[src/rtl/alarm_ringer_if.sv]
// rtl/alarm_ringer_if.sv - alarm ringer control/status signal bundle
interface alarm_ringer_if;
    logic       alarmLight;
    logic       snoozeButton;
    logic       stopButton;
    logic [7:0] curHour;
    logic [7:0] curMin;
    logic       buzzer;
    logic       ringing;
    logic       snoozing;
    logic       missed;
    logic [1:0] snoozeCount;

    modport master (
        output alarmLight, snoozeButton, stopButton, curHour, curMin,
        input  buzzer, ringing, snoozing, missed, snoozeCount
    );

    modport slave (
        input  alarmLight, snoozeButton, stopButton, curHour, curMin,
        output buzzer, ringing, snoozing, missed, snoozeCount
    );
endinterface

[src/rtl/alarm_ringer.sv]
// rtl/alarm_ringer.sv - alarm ring/snooze/dismiss sequencer with gated buzzer tone
module alarm_ringer #(
    parameter int TONE_DIV   = 2,
    parameter int BEEP_DIV   = 16,
    parameter int SNOOZE_MIN = 5,
    parameter int MAX_SNOOZE = 3
) (
    input  logic          clk,
    input  logic          reset,
    alarm_ringer_if.slave bus
);
    localparam int TW = $clog2(TONE_DIV + 1);
    localparam int BW = $clog2(BEEP_DIV + 1);

    typedef enum logic [1:0] {IDLE, RING, SNOOZE, DONE} state_t;

    state_t        state_q, state_d;
    logic          alarm_prev_q, snooze_prev_q, stop_prev_q, armed_q;
    logic [7:0]    ring_min_q, ring_min_d;
    logic [7:0]    tgt_hour_q, tgt_hour_d, tgt_min_q, tgt_min_d;
    logic [1:0]    count_q, count_d;
    logic          missed_q, missed_d;
    logic          ring_entry;
    logic [TW-1:0] tone_cnt_q;
    logic [BW-1:0] beep_cnt_q;
    logic          tone_q, gate_q;

    logic alarm_rise, snooze_rise, stop_rise;
    // armed_q blocks an alarm level still high from before reset until it has been seen low
    assign alarm_rise  = bus.alarmLight & ~alarm_prev_q & armed_q;
    assign snooze_rise = bus.snoozeButton & ~snooze_prev_q;
    assign stop_rise   = bus.stopButton & ~stop_prev_q;

    logic [4:0] unit_sum;
    logic       unit_carry, hour_inc;
    logic [3:0] sum_units, sum_tens;
    logic [7:0] sum_hour;

    always_comb begin
        unit_sum   = {1'b0, bus.curMin[3:0]} + 5'(SNOOZE_MIN);
        unit_carry = (unit_sum >= 5'd10);
        sum_units  = unit_carry ? 4'(unit_sum - 5'd10) : unit_sum[3:0];
        sum_tens   = bus.curMin[7:4] + {3'b000, unit_carry};
        hour_inc   = 1'b0;
        if (sum_tens == 4'd6) begin
            sum_tens = 4'd0;
            hour_inc = 1'b1;
        end
        sum_hour = bus.curHour;
        if (hour_inc) begin
            if (bus.curHour == 8'h23)
                sum_hour = 8'h00;
            else if (bus.curHour[3:0] == 4'd9)
                sum_hour = {bus.curHour[7:4] + 4'd1, 4'h0};
            else
                sum_hour = bus.curHour + 8'd1;
        end
    end

    always_comb begin
        state_d    = state_q;
        ring_min_d = ring_min_q;
        tgt_hour_d = tgt_hour_q;
        tgt_min_d  = tgt_min_q;
        count_d    = count_q;
        missed_d   = missed_q;
        ring_entry = 1'b0;
        case (state_q)
            IDLE: if (alarm_rise) begin
                state_d    = RING;
                missed_d   = 1'b0;
                count_d    = 2'd0;
                ring_min_d = bus.curMin;
                ring_entry = 1'b1;
            end
            RING: begin
                if (stop_rise) begin
                    state_d = DONE;
                end else if (snooze_rise) begin
                    if (count_q < 2'(MAX_SNOOZE)) begin
                        state_d    = SNOOZE;
                        count_d    = count_q + 2'd1;
                        tgt_hour_d = sum_hour;
                        tgt_min_d  = {sum_tens, sum_units};
                    end
                end else if (bus.curMin != ring_min_q) begin
                    state_d  = IDLE;
                    missed_d = 1'b1;
                end
            end
            SNOOZE: begin
                if (stop_rise) begin
                    state_d = IDLE;
                    count_d = 2'd0;
                end else if (bus.curHour == tgt_hour_q && bus.curMin == tgt_min_q) begin
                    state_d    = RING;
                    ring_min_d = bus.curMin;
                    ring_entry = 1'b1;
                end
            end
            DONE: if (!bus.alarmLight) state_d = IDLE;
            default: state_d = IDLE;
        endcase
    end

    always_ff @(posedge clk) begin
        if (!reset) begin
            state_q       <= IDLE;
            alarm_prev_q  <= 1'b0;
            snooze_prev_q <= 1'b0;
            stop_prev_q   <= 1'b0;
            armed_q       <= 1'b0;
            ring_min_q    <= 8'h00;
            tgt_hour_q    <= 8'h00;
            tgt_min_q     <= 8'h00;
            count_q       <= 2'd0;
            missed_q      <= 1'b0;
            tone_cnt_q    <= '0;
            beep_cnt_q    <= '0;
            tone_q        <= 1'b0;
            gate_q        <= 1'b0;
        end else begin
            state_q       <= state_d;
            alarm_prev_q  <= bus.alarmLight;
            snooze_prev_q <= bus.snoozeButton;
            stop_prev_q   <= bus.stopButton;
            armed_q       <= armed_q | ~bus.alarmLight;
            ring_min_q    <= ring_min_d;
            tgt_hour_q    <= tgt_hour_d;
            tgt_min_q     <= tgt_min_d;
            count_q       <= count_d;
            missed_q      <= missed_d;
            if (ring_entry) begin
                tone_cnt_q <= '0;
                beep_cnt_q <= '0;
                tone_q     <= 1'b1;
                gate_q     <= 1'b1;
            end else if (state_q == RING) begin
                if (tone_cnt_q == TW'(TONE_DIV - 1)) begin
                    tone_cnt_q <= '0;
                    tone_q     <= ~tone_q;
                end else begin
                    tone_cnt_q <= tone_cnt_q + TW'(1);
                end
                if (beep_cnt_q == BW'(BEEP_DIV - 1)) begin
                    beep_cnt_q <= '0;
                    gate_q     <= ~gate_q;
                end else begin
                    beep_cnt_q <= beep_cnt_q + BW'(1);
                end
            end
        end
    end

    assign bus.ringing     = (state_q == RING);
    assign bus.snoozing    = (state_q == SNOOZE);
    assign bus.buzzer      = bus.ringing & tone_q & gate_q;
    assign bus.missed      = missed_q;
    assign bus.snoozeCount = count_q;
endmodule

[src/flat_wrapper.sv]
// flat-port wrapper written by rule: the top's interface ports become plain ports
module alarm_ringer_flat 
#(
    parameter int TONE_DIV   = 2,
    parameter int BEEP_DIV   = 16,
    parameter int SNOOZE_MIN = 5,
    parameter int MAX_SNOOZE = 3
)
  (clk, reset, bus_alarmLight, bus_snoozeButton, bus_stopButton, bus_curHour, bus_curMin, bus_buzzer, bus_ringing, bus_snoozing, bus_missed, bus_snoozeCount);
  alarm_ringer_if bus_i ();
  input  logic clk;
  input  logic reset;
  input wire logic [$bits(bus_i.alarmLight)-1:0] bus_alarmLight;
  input wire logic [$bits(bus_i.snoozeButton)-1:0] bus_snoozeButton;
  input wire logic [$bits(bus_i.stopButton)-1:0] bus_stopButton;
  input wire logic [$bits(bus_i.curHour)-1:0] bus_curHour;
  input wire logic [$bits(bus_i.curMin)-1:0] bus_curMin;
  output wire logic [$bits(bus_i.buzzer)-1:0] bus_buzzer;
  output wire logic [$bits(bus_i.ringing)-1:0] bus_ringing;
  output wire logic [$bits(bus_i.snoozing)-1:0] bus_snoozing;
  output wire logic [$bits(bus_i.missed)-1:0] bus_missed;
  output wire logic [$bits(bus_i.snoozeCount)-1:0] bus_snoozeCount;
  assign bus_i.alarmLight = bus_alarmLight;
  assign bus_i.snoozeButton = bus_snoozeButton;
  assign bus_i.stopButton = bus_stopButton;
  assign bus_i.curHour = bus_curHour;
  assign bus_i.curMin = bus_curMin;
  assign bus_buzzer = bus_i.buzzer;
  assign bus_ringing = bus_i.ringing;
  assign bus_snoozing = bus_i.snoozing;
  assign bus_missed = bus_i.missed;
  assign bus_snoozeCount = bus_i.snoozeCount;
  alarm_ringer #(.TONE_DIV(TONE_DIV), .BEEP_DIV(BEEP_DIV), .SNOOZE_MIN(SNOOZE_MIN), .MAX_SNOOZE(MAX_SNOOZE)) u_core (.clk(clk), .reset(reset), .bus(bus_i));
endmodule
[config.mk]
export PLATFORM = sky130hd
export DESIGN_NAME = alarm_ringer_flat
export DESIGN_NICKNAME = d
export VERILOG_FILES = /design/src/rtl/alarm_ringer_if.sv /design/src/rtl/alarm_ringer.sv /design/src/flat_wrapper.sv
export SDC_FILE = /design/constraint.sdc
export NUM_CORES = 1
export LEC_CHECK = 0
export CAP_MARGIN = 10
export CORE_UTILIZATION = 58
export CTS_BUF_LIST = sky130_fd_sc_hd__clkbuf_8
export DETAILED_ROUTE_END_ITERATION = 8
export GPL_ROUTABILITY_DRIVEN = 0
export GPL_TIMING_DRIVEN = 0
export PLACE_DENSITY = 0.9
export SETUP_SLACK_MARGIN = 0.02
export SYNTH_ARGS = -nofsm -noshare
export SYNTH_HDL_FRONTEND = slang
export SYNTH_SLANG_ARGS = --single-unit
[constraint.sdc]
create_clock -name clk -period 4 [get_ports clk]
set_clock_uncertainty 0.2 [all_clocks]
set_input_delay 0.6 -clock clk [delete_from_list [all_inputs] [get_ports clk]]
set_output_delay 0.6 -clock clk [all_outputs]
set_load 0.02 [all_outputs]
==> flow_metrics.env <==
export IMPL_synthCells=296
export IMPL_outcome="completed"
export IMPL_drt_iter0_drc=144
export IMPL_design_area_sq_um=2877
export IMPL_vdd_drop_max_uv=260.8
export IMPL_std_cell_rows=23
export IMPL_avgViaCountPerCell=5.821
export IMPL_die_y_um=67.46
export IMPL_fin_crit_ps=3871
export IMPL_finalHoldViolCount=0
export IMPL_drv_slew=0
export IMPL_vias=2183
export IMPL_path_max_fanout=6
export IMPL_cts_tree="built"
export IMPL_multi_input_area_sq_um=1525
export IMPL_cts_sink_count=42
export IMPL_initial_utilization_pct=61.24
export IMPL_r2r_slack_ps=1890
export IMPL_critPathArrivalTime_ps=3910
export IMPL_h_tree_depth=2
export IMPL_drive_above_1_share_pct=11.08
export IMPL_synth_edf_count=0
export IMPL_syn_nets=328
export IMPL_first_global_vias=2078
export IMPL_routed_wl_um=5576
export IMPL_r2r_end="u_core.tgt_hour_q[0]"
export IMPL_hold_path_end="u_core.tone_cnt_q[1]"
export IMPL_grt_max_degree=16
export IMPL_critical_path_class="in2reg"
export IMPL_grt_use_total_pct=27.05
export IMPL_end_kind="register"
export IMPL_setup_ws_ps=129.3
export IMPL_syn_area_per_cell_sq_um=8.395
export IMPL_dp_hpwl_um=3963
export IMPL_max_slew_worst_pin_slew_ps=583.7
export IMPL_fin_nets=356
export IMPL_layout_area_overhead_vs_synth_pct=15.76
export IMPL_drt_antenna_violating_nets=0
export IMPL_report_final_setup_viol=0
export IMPL_drv_cap=0
export IMPL_fmax_ghz=0.2584
export IMPL_portBuffers=20
export IMPL_power_density_nw_per_um2=313.2
export IMPL_cts_clk_slew_worst_paths_ps=90
export IMPL_post_route_period_util_pct=96.77
export IMPL_grt_pass1_wl_um=9156
export IMPL_rsz0062_at_grt="yes"
export IMPL_die_area_sq_um=4550
export IMPL_p_leak_nw=1.078
export IMPL_cts_buffer_depth=2
export IMPL_r2r_cells=7
export IMPL_synth_seq_cells=42
export IMPL_synth_distinct_cells=43
export IMPL_cts_buffers=5
export IMPL_required_ps=4040
export IMPL_clockRootBuffer="clkbuf_8"
export IMPL_setup_tns_final_ps=0
export IMPL_postCtsHoldBufs=0
export IMPL_seq_area_sq_um=840.8
export IMPL_dpl_cell_area_sq_um=2748
export IMPL_synth_warnings=0
export IMPL_fin_util_pct=70.89
export IMPL_clk_latency_ps=310
export IMPL_drc_errors=0
export IMPL_pre_cts_ws_ps=-360.2
export IMPL_hp_class="reg2reg"
export IMPL_whs_path_depth=2
export IMPL_core_area_sq_um=4058
export IMPL_ys_seq_area_share_pct=33.84
export IMPL_num_antenna_cells=0
export IMPL_wire_per_inst_um=14.87
export IMPL_mappedNetlistArea_sq_um=2485
export IMPL_die_width_um=67.46
export IMPL_antenna_found_initial=0
export IMPL_grt_overflow_total=0
export IMPL_nFillCells=317
export IMPL_ys_flop_type="dfxtp_1"
export IMPL_synthArstFlopShare_pct=0
export IMPL_startpoint_type="input port"
export IMPL_worstHoldStart="u_core.tone_cnt_q[1]"
export IMPL_relSlewSlack_pct=60.79
export IMPL_critical_path_reg2reg_startpoint="u_core.state_q[0]"
export IMPL_io_pins=27
export IMPL_dr_pass1_iters=4
## synth_stat cells, types with 4 or more instances
cell type | instances | area [sq um]
o21ai_0 | 9 | 45.04
xor2_1 | 15 | 131.4
nand3_1 | 10 | 50.05
nor3_1 | 16 | 80.08
a211oi_1 | 5 | 37.54
dfxtp_1 | 42 | 840.8
and2_1 | 4 | 25.02
ha_1 | 11 | 137.6
mux2i_1 | 8 | 80.08
nand2_1 | 42 | 157.7
xnor2_1 | 18 | 157.7
clkbuf_1 | 6 | 22.52
nand4_1 | 6 | 37.54
buf_2 | 5 | 25.02
nor2_1 | 20 | 75.07
buf_6 | 4 | 45.04
inv_1 | 8 | 30.03
o21ai_1 | 5 | 25.02
a21oi_1 | 24 | 120.1
## worst max-delay path by stage
stage / start / slack (ps) / endpoint
2_1_floorplan: bus_curMin[1] / 590 / u_core.tgt_hour_q[5]
3_3_place_gp: bus_curMin[1] / -220 / u_core.tgt_hour_q[7]
3_5_place_dp: bus_curMin[1] / -360 / u_core.tgt_hour_q[2]
4_1_cts: bus_curMin[1] / 70 / u_core.tgt_hour_q[5]
5_1_grt: bus_curMin[1] / 3 / u_core.tgt_hour_q[5]
6_report: bus_curMin[1] / 130 / u_core.tgt_hour_q[5]
## metrics by stage
| step | std cells | total power, mW | hold WS (ps) |
|---|---|---|---|
| after global placement | 366 | 0.5995 | 222.9 |
| after floorplan | 296 | 0.5565 | 214.6 |
| after global routing | 375 | 0.9371 | 269.3 |
| after detailed placement | 366 | 0.6053 | 227.9 |
| after CTS | 375 | 0.8968 | 242.7 |
| final | 375 | 0.9008 | 240.8 |
## layout by cell type (no fill, tap or decap), types with 3 or more instances in the layout
master and n:
nor2_1 20, xnor2_2 3, dfxtp_1 42, buf_4 5, o21ai_1 5, nor3_1 15, nand2_1 41, clkdlybuf4s50_1 20
a21oi_1 23, a211oi_1 5, xor2_1 15, and2_1 4, nand4_1 6, clkbuf_1 6, buf_6 4, mux2i_1 8
inv_1 8, xnor2_1 18, ha_1 10, buf_2 3, o21ai_0 9, nand2b_1 3, clkbuf_8 5, nand3_1 10
## cell type report
class,count,area share [%]
tap,50,2.175
clock buffer,5,2.392
buffer,17,3.915
sequential,42,29.23
clock inverter,3,0.8699
multi-input combinational,228,53.02
inverter,9,1.174
timing repair buffer,21,7.221
## routing by layer
| layer | track usage [%] | routed length, um |
|---|---|---|
| met4 | 10.11 | 123 |
| met3 | 7.095 | 249 |
| met5 | 0 | 0 |
| met1 | 31.68 | 2460 |
| met2 | 46.88 | 2743 |
## registers in the layout (all words and copies together), names as in the netlist
| register | flops |
|---|---|
| u_core.tone_cnt_q | 2 |
| u_core.tgt_hour_q | 8 |
| u_core.beep_cnt_q | 5 |
| u_core.stop_prev_q | 1 |
| u_core.tone_q | 1 |
| u_core.bus.snoozeCount | 2 |
| u_core.ring_min_q | 8 |
| u_core.state_q | 2 |
| u_core.alarm_prev_q | 1 |
| u_core.snooze_prev_q | 1 |
| u_core.tgt_min_q | 8 |
| u_core.bus.missed | 1 |
| u_core.armed_q | 1 |
| u_core.gate_q | 1 |
## logic make-up after synthesis
kind of cell	share of synthesized area, %
and+or+nand+nor	23.72
AOI/OAI and AO/OA	13.49
DFF	33.84
xor gates and xnor gates	13.60
buffers and inverters	5.689
adders and majority gates	5.539
muxes	4.129
## critical path, cell delays in order
cell             delay (ps)
clkdlybuf4s50_1         480
buf_4                   150
inv_1                    80
ha_1                    310
ha_2                    200
inv_1                    70
a21oi_2                 130
nor2_1                   60
o32a_1                  200
ha_1                    230
ha_1                    210
xnor2_1                 180
nor3b_2                 230
and2_1                  160
buf_4                   140
a21oi_1                  60
or3_1                   310
a21oi_1                 120
## where the power goes
part | leakage (nW) | switching, mW | total, mW | internal, mW
Clock | 0.0447 | 0.169 | 0.295 | 0.126
Sequential | 0.341 | 0.0103 | 0.441 | 0.431
Combinational | 0.692 | 0.0909 | 0.165 | 0.0737
## repair_timing
item                                    in CTS  in global routing
gates cloned                                 0                  0
gates resized for setup                      4                  4
pin swaps                                    2                  1
endpoints found under the setup margin       8                  6
buffers inserted                             1                  0
(Power assumes the default switching activity.)
